===== config.mk =====
export PLATFORM = sky130hd
export DESIGN_NAME = dice_roll_scanner_flat
export DESIGN_NICKNAME = d
export VERILOG_FILES = /design/src/rtl/dice_roll_scanner_if.sv /design/src/rtl/dice_roll_scanner.sv /design/src/flat_wrapper.sv
export SDC_FILE = /design/constraint.sdc
export NUM_CORES = 1
export LEC_CHECK = 0
export ABC_AREA = 1
export BUFFER_PORTS_ARGS = -buffer_cell sky130_fd_sc_hd__buf_2
export CORE_MARGIN = 1
export CORE_UTILIZATION = 54
export DETAILED_ROUTE_END_ITERATION = 7
export PLACE_DENSITY_LB_ADDON = 0.2
export SLEW_MARGIN = 30
export SYNTH_ARGS = -nofsm -noshare
export SYNTH_HDL_FRONTEND = slang
export SYNTH_SLANG_ARGS = --single-unit

===== constraint.sdc =====
create_clock -name clk -period 1.7 [get_ports clk]
set_clock_uncertainty 0.15 [all_clocks]
set_input_delay 0.255 -clock clk [delete_from_list [all_inputs] [get_ports clk]]
set_output_delay 0.255 -clock clk [all_outputs]
set_load 0.02 [all_outputs]

===== src/rtl/dice_roll_scanner_if.sv =====
// Pin bundle for the dice roller: raw buttons and display polarity in,
// multiplexed 7-segment drive, BCD value and roll status out.
interface dice_roll_scanner_if #(
  parameter int NDIGITS = 3
);
  logic [6:0]           btn_in;
  logic                 cc_pol;
  logic                 seg_pol;
  logic [7:0]           seg_out;
  logic [NDIGITS-1:0]   dig_en;
  logic [4*NDIGITS-1:0] value;
  logic                 rolling;
  logic                 result_valid;

  modport master (
    output btn_in, cc_pol, seg_pol,
    input  seg_out, dig_en, value, rolling, result_valid
  );

  modport slave (
    input  btn_in, cc_pol, seg_pol,
    output seg_out, dig_en, value, rolling, result_valid
  );
endinterface


===== src/rtl/dice_roll_scanner.sv =====
// Dice roller: debounced die-select buttons spin a BCD counter modulo the die
// size while held; the result is latched on release and shown on a scanned display.
module dice_roll_scanner #(
  parameter int NDIGITS    = 3,
  parameter int PRESCALE_W = 10,
  parameter int DEB_N      = 3,
  parameter int SCAN_W     = 0
) (
  input  logic                clk,
  input  logic                rst_n,
  dice_roll_scanner_if.slave  bus
);

  localparam int VW  = 4 * NDIGITS;
  localparam int IW  = (NDIGITS > 1) ? $clog2(NDIGITS) : 1;
  localparam int SCW = (SCAN_W > 0) ? SCAN_W : 1;

  typedef enum logic [1:0] {
    ST_IDLE = 2'd0,
    ST_ROLL = 2'd1,
    ST_SHOW = 2'd2
  } state_t;

  function automatic logic [2:0] prio_sel(input logic [6:0] b);
    logic [2:0] s;
    s = 3'd0;
    for (int i = 6; i >= 0; i--) begin
      if (b[i]) s = 3'(i);
    end
    return s;
  endfunction

  function automatic logic [VW-1:0] die_bcd(input logic [2:0] idx);
    logic [VW-1:0] d;
    d = '0;
    case (idx)
      3'd0:    d[11:0] = 12'h004;
      3'd1:    d[11:0] = 12'h006;
      3'd2:    d[11:0] = 12'h008;
      3'd3:    d[11:0] = 12'h010;
      3'd4:    d[11:0] = 12'h012;
      3'd5:    d[11:0] = 12'h020;
      3'd6:    d[11:0] = 12'h100;
      default: d[11:0] = 12'h004;
    endcase
    return d;
  endfunction

  // Ripple borrow from digit 0 upward; a zero digit wraps to 9 and keeps borrowing.
  function automatic logic [VW-1:0] bcd_dec(input logic [VW-1:0] v);
    logic [VW-1:0] r;
    logic          borrow;
    r      = v;
    borrow = 1'b1;
    for (int i = 0; i < NDIGITS; i++) begin
      if (borrow) begin
        if (r[4*i +: 4] == 4'd0) begin
          r[4*i +: 4] = 4'd9;
        end else begin
          r[4*i +: 4] = r[4*i +: 4] - 4'd1;
          borrow      = 1'b0;
        end
      end
    end
    return r;
  endfunction

  function automatic logic [6:0] seg_decode(input logic [3:0] d);
    logic [6:0] s;
    case (d)
      4'd0:    s = 7'h3F;
      4'd1:    s = 7'h06;
      4'd2:    s = 7'h5B;
      4'd3:    s = 7'h4F;
      4'd4:    s = 7'h66;
      4'd5:    s = 7'h6D;
      4'd6:    s = 7'h7D;
      4'd7:    s = 7'h07;
      4'd8:    s = 7'h7F;
      4'd9:    s = 7'h6F;
      default: s = 7'h00;
    endcase
    return s;
  endfunction

  logic [6:0]            sync1_r, sync2_r, deb_r;
  logic [6:0][2:0]       cnt_r;
  logic [PRESCALE_W-1:0] pre_r;
  logic                  tick_s;
  logic [2:0]            sel_s;
  state_t                state_r;
  logic [VW-1:0]         die_r, value_r;
  logic                  rolling_r, result_valid_r;
  logic [SCW-1:0]        scan_cnt_r;
  logic [IW-1:0]         idx_r;
  logic                  adv_s;
  logic [NDIGITS-1:0]    blank_s, dig_s;
  logic [3:0]            cur_digit_s;
  logic [7:0]            seg_s;

  assign tick_s = (pre_r == '0);
  assign sel_s  = prio_sel(deb_r);
  assign adv_s  = (SCAN_W == 0) ? 1'b1 : (scan_cnt_r == {SCW{1'b1}});

  // Input synchroniser and free-running debounce prescaler.
  always_ff @(posedge clk or negedge rst_n) begin
    if (!rst_n) begin
      sync1_r <= 7'd0;
      sync2_r <= 7'd0;
      pre_r   <= '0;
    end else begin
      sync1_r <= bus.btn_in;
      sync2_r <= sync1_r;
      pre_r   <= pre_r + PRESCALE_W'(1);
    end
  end

  // Per-button debounce: DEB_N consecutive differing tick samples flip the state.
  always_ff @(posedge clk or negedge rst_n) begin
    if (!rst_n) begin
      deb_r <= 7'd0;
      cnt_r <= '0;
    end else if (tick_s) begin
      for (int i = 0; i < 7; i++) begin
        if (sync2_r[i] != deb_r[i]) begin
          if (cnt_r[i] == 3'(DEB_N - 1)) begin
            deb_r[i] <= ~deb_r[i];
            cnt_r[i] <= 3'd0;
          end else begin
            cnt_r[i] <= cnt_r[i] + 3'd1;
          end
        end else begin
          cnt_r[i] <= 3'd0;
        end
      end
    end
  end

  // Roll state machine; the die is captured only on entry to ROLL.
  always_ff @(posedge clk or negedge rst_n) begin
    if (!rst_n) begin
      state_r        <= ST_IDLE;
      die_r          <= die_bcd(3'd0);
      value_r        <= VW'(1);
      rolling_r      <= 1'b0;
      result_valid_r <= 1'b0;
    end else begin
      result_valid_r <= 1'b0;
      case (state_r)
        ST_IDLE, ST_SHOW: begin
          if (deb_r != 7'd0) begin
            state_r   <= ST_ROLL;
            die_r     <= die_bcd(sel_s);
            value_r   <= die_bcd(sel_s);
            rolling_r <= 1'b1;
          end
        end
        ST_ROLL: begin
          if (deb_r == 7'd0) begin
            state_r        <= ST_SHOW;
            rolling_r      <= 1'b0;
            result_valid_r <= 1'b1;
          end else if (value_r == VW'(1)) begin
            value_r <= die_r;
          end else begin
            value_r <= bcd_dec(value_r);
          end
        end
        default: begin
          state_r   <= ST_IDLE;
          value_r   <= VW'(1);
          rolling_r <= 1'b0;
        end
      endcase
    end
  end

  // Display digit scan.
  always_ff @(posedge clk or negedge rst_n) begin
    if (!rst_n) begin
      scan_cnt_r <= '0;
      idx_r      <= '0;
    end else begin
      scan_cnt_r <= scan_cnt_r + SCW'(1);
      if (adv_s) begin
        idx_r <= (idx_r == IW'(NDIGITS - 1)) ? '0 : idx_r + IW'(1);
      end
    end
  end

  // Leading-zero blanking, digit enables and segment decode of the scanned digit.
  always_comb begin
    logic any_nz;
    any_nz      = 1'b0;
    blank_s     = '0;
    dig_s       = '0;
    cur_digit_s = 4'd0;
    for (int i = NDIGITS - 1; i >= 0; i--) begin
      any_nz = any_nz | (value_r[4*i +: 4] != 4'd0);
      if (i > 0) blank_s[i] = ~any_nz;
      else       blank_s[i] = 1'b0;
    end
    for (int i = 0; i < NDIGITS; i++) begin
      if ((idx_r == IW'(i)) && (state_r != ST_ROLL) && !blank_s[i]) dig_s[i] = bus.cc_pol;
      else                                                          dig_s[i] = ~bus.cc_pol;
      if (idx_r == IW'(i)) cur_digit_s = value_r[4*i +: 4];
      else                 cur_digit_s = cur_digit_s;
    end
    if (bus.seg_pol) seg_s = {1'b0, seg_decode(cur_digit_s)};
    else             seg_s = ~{1'b0, seg_decode(cur_digit_s)};
  end

  assign bus.seg_out      = seg_s;
  assign bus.dig_en       = dig_s;
  assign bus.value        = value_r;
  assign bus.rolling      = rolling_r;
  assign bus.result_valid = result_valid_r;

endmodule


===== src/flat_wrapper.sv =====
// flat-port wrapper written by rule: the top's interface ports become plain ports
module dice_roll_scanner_flat 
#(
  parameter int NDIGITS    = 3,
  parameter int PRESCALE_W = 10,
  parameter int DEB_N      = 3,
  parameter int SCAN_W     = 0
)
  (clk, rst_n, bus_btn_in, bus_cc_pol, bus_seg_pol, bus_seg_out, bus_dig_en, bus_value, bus_rolling, bus_result_valid);
  dice_roll_scanner_if #(.NDIGITS(NDIGITS)) bus_i ();
  input  logic clk;
  input  logic rst_n;
  input wire logic [$bits(bus_i.btn_in)-1:0] bus_btn_in;
  input wire logic [$bits(bus_i.cc_pol)-1:0] bus_cc_pol;
  input wire logic [$bits(bus_i.seg_pol)-1:0] bus_seg_pol;
  output wire logic [$bits(bus_i.seg_out)-1:0] bus_seg_out;
  output wire logic [$bits(bus_i.dig_en)-1:0] bus_dig_en;
  output wire logic [$bits(bus_i.value)-1:0] bus_value;
  output wire logic [$bits(bus_i.rolling)-1:0] bus_rolling;
  output wire logic [$bits(bus_i.result_valid)-1:0] bus_result_valid;
  assign bus_i.btn_in = bus_btn_in;
  assign bus_i.cc_pol = bus_cc_pol;
  assign bus_i.seg_pol = bus_seg_pol;
  assign bus_seg_out = bus_i.seg_out;
  assign bus_dig_en = bus_i.dig_en;
  assign bus_value = bus_i.value;
  assign bus_rolling = bus_i.rolling;
  assign bus_result_valid = bus_i.result_valid;
  dice_roll_scanner #(.NDIGITS(NDIGITS), .PRESCALE_W(PRESCALE_W), .DEB_N(DEB_N), .SCAN_W(SCAN_W)) u_core (.clk(clk), .rst_n(rst_n), .bus(bus_i));
endmodule

==> parameters.txt <==
Parameter                              Value

Logic synthesis
  Mean area per synthesized cell ... 7.968 µm²
  Count of warnings emitted by yosys ... 0
  Synth Cell Area ... 4000 µm²
  Synthesized instance count ... 502
  Dominant combinational cell family by area after synthesis ... simple AND/OR/NAND/NOR gates
  Sequential fraction of the synthesis area ... 47.61%
  Post-Synth Adder-Cell Area ... 2.753%
  Compound-cell area share of the yosys netlist ... 10.01%
  Synthesis-stage register bit count ... 76
  Netlist cell types ... 33
  Post-synthesis net count ... 521
  Post-synthesis share of cell area spent on xor and xnor gates ... 4.379%
  Share of cell area taken by muxes after synthesis ... 0%
  Synth Area in Simple Gates ... 27.93%

Cells and area
  Commonest non-fill, non-tap cell in the layout ... nand2_1
  Post-route cell area ... 5510 µm²
  Most frequent cells in the layout ... 104 x nand2_1, 69 x dfrtp_1, 60 x buf_4, 53 x inv_1, 44 x nor2_1
  Ant diodes ... 0
  Fraction of final layout cells sized beyond drive strength 1 ... 33.76%
  Count of nets after finishing ... 639
  Synth-to-Final Area Change ... 37.75%
  Fillers ... 499
  Final standard cell count with taps included and fillers excluded ... 724

Clock network
  Skew-Pair Late Insertion Delay ... 0.34 ns
  Clock sink count ... 76
  Depth of the CTS H-tree ... 3
  Number of CTS-inserted buffers ... 9
  Clock slew at the register clock pins of the worst setup and hold paths ... 0.07 ns
  Clk root buf ... clkbuf_8
  Clock tree from TritonCTS ... done
  CTS max path bufs ... 2

Critical path
  CP Max Fanout ... 3
  CP Class ... flip-flop to output port
  Internal reg-to-reg setup slack ... -0.16 ns
  Data arrival time at the worst-slack endpoint ... 2.08 ns
  Worst Setup End Kind ... output port
  Required time of the worst setup path ... 1.29 ns
  Critical Path Source Type ... flip-flop

Drt
  Routed wire per std cell ... 13.40 µm
  Remaining routing DRC violations ... 0
  Wire length after detailed routing ... 9703 µm
  DR iter-0 viols ... 207
  Number of detailed-route iterations in the first pass ... 6
  Number of antenna-violating nets in the routed design ... 0
  Vias per cell ... 5.166
  Total via count in the routed design ... 3740

Flow run
  Max-capacitance violation count ... 0

Worst hold path
  Worst hold path type ... flip-flop to flip-flop

Global routing
  Largest net degree at the start of global routing ... 33
  Initial antenna violation count ... 0
  Wire length of the first global-routing pass ... 15390 µm
  Via count of the first global-routing pass ... 3481
  Total routing resource utilization after global routing ... 25.75%
  Sum of overflow across all layers after global routing ... 0

Timing
  RSZ-0062 raised after global routing ... yes
  Worst hold slack ... 0.2021 ns
  Ratio of final minimum period to clock period ... 146.4%
  Setup slack after layout ... -0.7880 ns
  Shortest period the worst path allows ... 2.488 ns
  Slew headroom ... 71.80%
  Endpoints failing hold ... 0
  Top achievable clock speed ... 401.9 MHz
  Final setup viols ... 21
  Slew at the pin with the worst max-slew slack ... 0.4230 ns
  Final max-slew violation count ... 0

Placement
  Post-Place Cells ... 681
  # port buffers ... 35
  Total half-perimeter wirelength after legalization and detailed placement ... 6435 µm
  Area post-placement ... 4758 µm²
  RD Place Congestion ... 0.8557

Floorplan
  Site Rows ... 31
  Starting density of the core ... 55.45%
  Die Width ... 88.07 µm
  I/O pin count ... 36
  Core box area ... 7214 µm²
  Die outline area ... 7755 µm²
  Overall die height ... 88.07 µm

Run status
  Status ... complete, but fails checks
  Violated checks ... negative setup slack

Power and ir drop
  Max IR drop VDD ... 0.0005650 V
  P_leak ... 2.789 nW
  Power per cell area ... 592.1 nW/µm²
## final cells by class
cell class,count,area (µm²),share of cell area (%)
Clock buffer,12,155.1,2.816
Multi-Input combinational cell,353,2117,38.42
Timing Repair Buffer,113,904.6,16.42
Tap cell,99,123.9,2.248
Inverter,67,267.8,4.859
Sequential cell,76,1911,34.67
Clock inverter,4,31.28,0.5677
## registers in the layout, summed over array words and instances, names as in the netlist
name / flops
u_core.bus.result_valid: 1
u_core.bus.rolling: 1
u_core.bus.value: 12
u_core.cnt_r: 21
u_core.deb_r: 7
u_core.die_r: 6
u_core.idx_r: 2
u_core.pre_r: 10
u_core.state_r: 2
u_core.sync1_r: 7
u_core.sync2_r: 7
## final timing paths
path                                     start  cells after the start                   end
setup / recovery               u_core.idx_r[0]                     12        bus_seg_out[6]
hold / removal               u_core.sync1_r[6]                      0     u_core.sync2_r[6]
setup reg to reg           u_core.bus.value[8]                     13  u_core.bus.value[10]
max in group asynchronous                rst_n                      3       u_core.die_r[2]
min in group asynchronous                rst_n                      2      u_core.cnt_r[14]
hold reg to reg              u_core.sync1_r[6]                      0     u_core.sync2_r[6]
## routing by layer
metal	global-route usage (%)	share of wire [%]
met1	32.29	43
met2	43.48	51
met3	5.749	3.5
met4	10.12	2.1
met5	0	0
## kinds of logic after synthesis
group | after synthesis
compound gates | 71
buf+inv | 73
simple gates | 253
flops | 76
fa+ha+maj | 9
xor+xnor | 20
## critical path: stages, from the launching register on
cell and delay (ns):
dfrtp_2 0.44, buf_6 0.14, nor3_4 0.19, nor3_2 0.09
inv_2 0.08, ha_2 0.17, inv_1 0.06, a21oi_2 0.18
nand2_1 0.10, nand2_1 0.07, nand2_1 0.05, nand2_2 0.06
buf_6 0.11
## per-stage QoR
step                      utilization, %  worst slack (ns)  setup TNS [ns]  power, mW
after floorplan                        -           -0.2282          -1.590      1.915
after global placement             65.96           -0.3524          -3.030      1.991
after detailed placement           65.96           -0.4692          -3.846      1.995
after CTS                          73.71           -0.7272          -6.242      3.291
after global routing               76.38           -0.8797          -9.462      3.390
final                              76.38           -0.7880          -7.095      3.262
## cells in the mapped netlist
cell	number	area (µm²)
nand3_2	2	20.02
a21oi_1	18	90.09
nand3_1	40	200.2
o2111ai_1	2	17.52
clkinv_4	1	8.760
a21boi_0	2	15.01
or3_1	4	25.02
xnor2_1	9	78.83
a22oi_1	7	52.55
nand2_1	124	465.5
dfrtp_1	74	1852
nand2_2	4	25.02
buf_2	4	20.02
o21ai_0	38	190.2
maj3_1	1	10.01
nor2_1	52	195.2
nor2_4	3	33.78
nand4_1	7	43.79
nor3_1	7	35.03
nor2_2	5	31.28
clkinv_1	1	3.750
buf_6	1	11.26
or2_0	1	6.260
dfstp_2	2	52.55
nor4_1	1	6.260
ha_1	8	100.1
inv_1	63	236.5
clkbuf_2	1	5.000
nand3b_1	1	7.510
xor2_1	11	96.34
inv_2	2	7.510
nand2_4	2	22.52
o21ai_2	4	35.03
## where the power goes
| group | total [mW] | internal [mW] | switching, mW |
|---|---|---|---|
| logic | 0.154 | 0.0640 | 0.0897 |
| registers | 1.83 | 1.82 | 0.00863 |
| clock network | 1.28 | 0.615 | 0.661 |
## what timing repair did
| action | 4_1_cts | 5_1_grt |
|---|---|---|
| hold buffers | 8 | 0 |
| hold endpoints to repair | 35 | 0 |
| gates resized for setup | 61 | 41 |
| pin swaps | 28 | 8 |
| endpoints found under the setup margin | 21 | 37 |
| buffers inserted | 7 | 14 |
No activity file was read; power rests on OpenSTA's default activity.
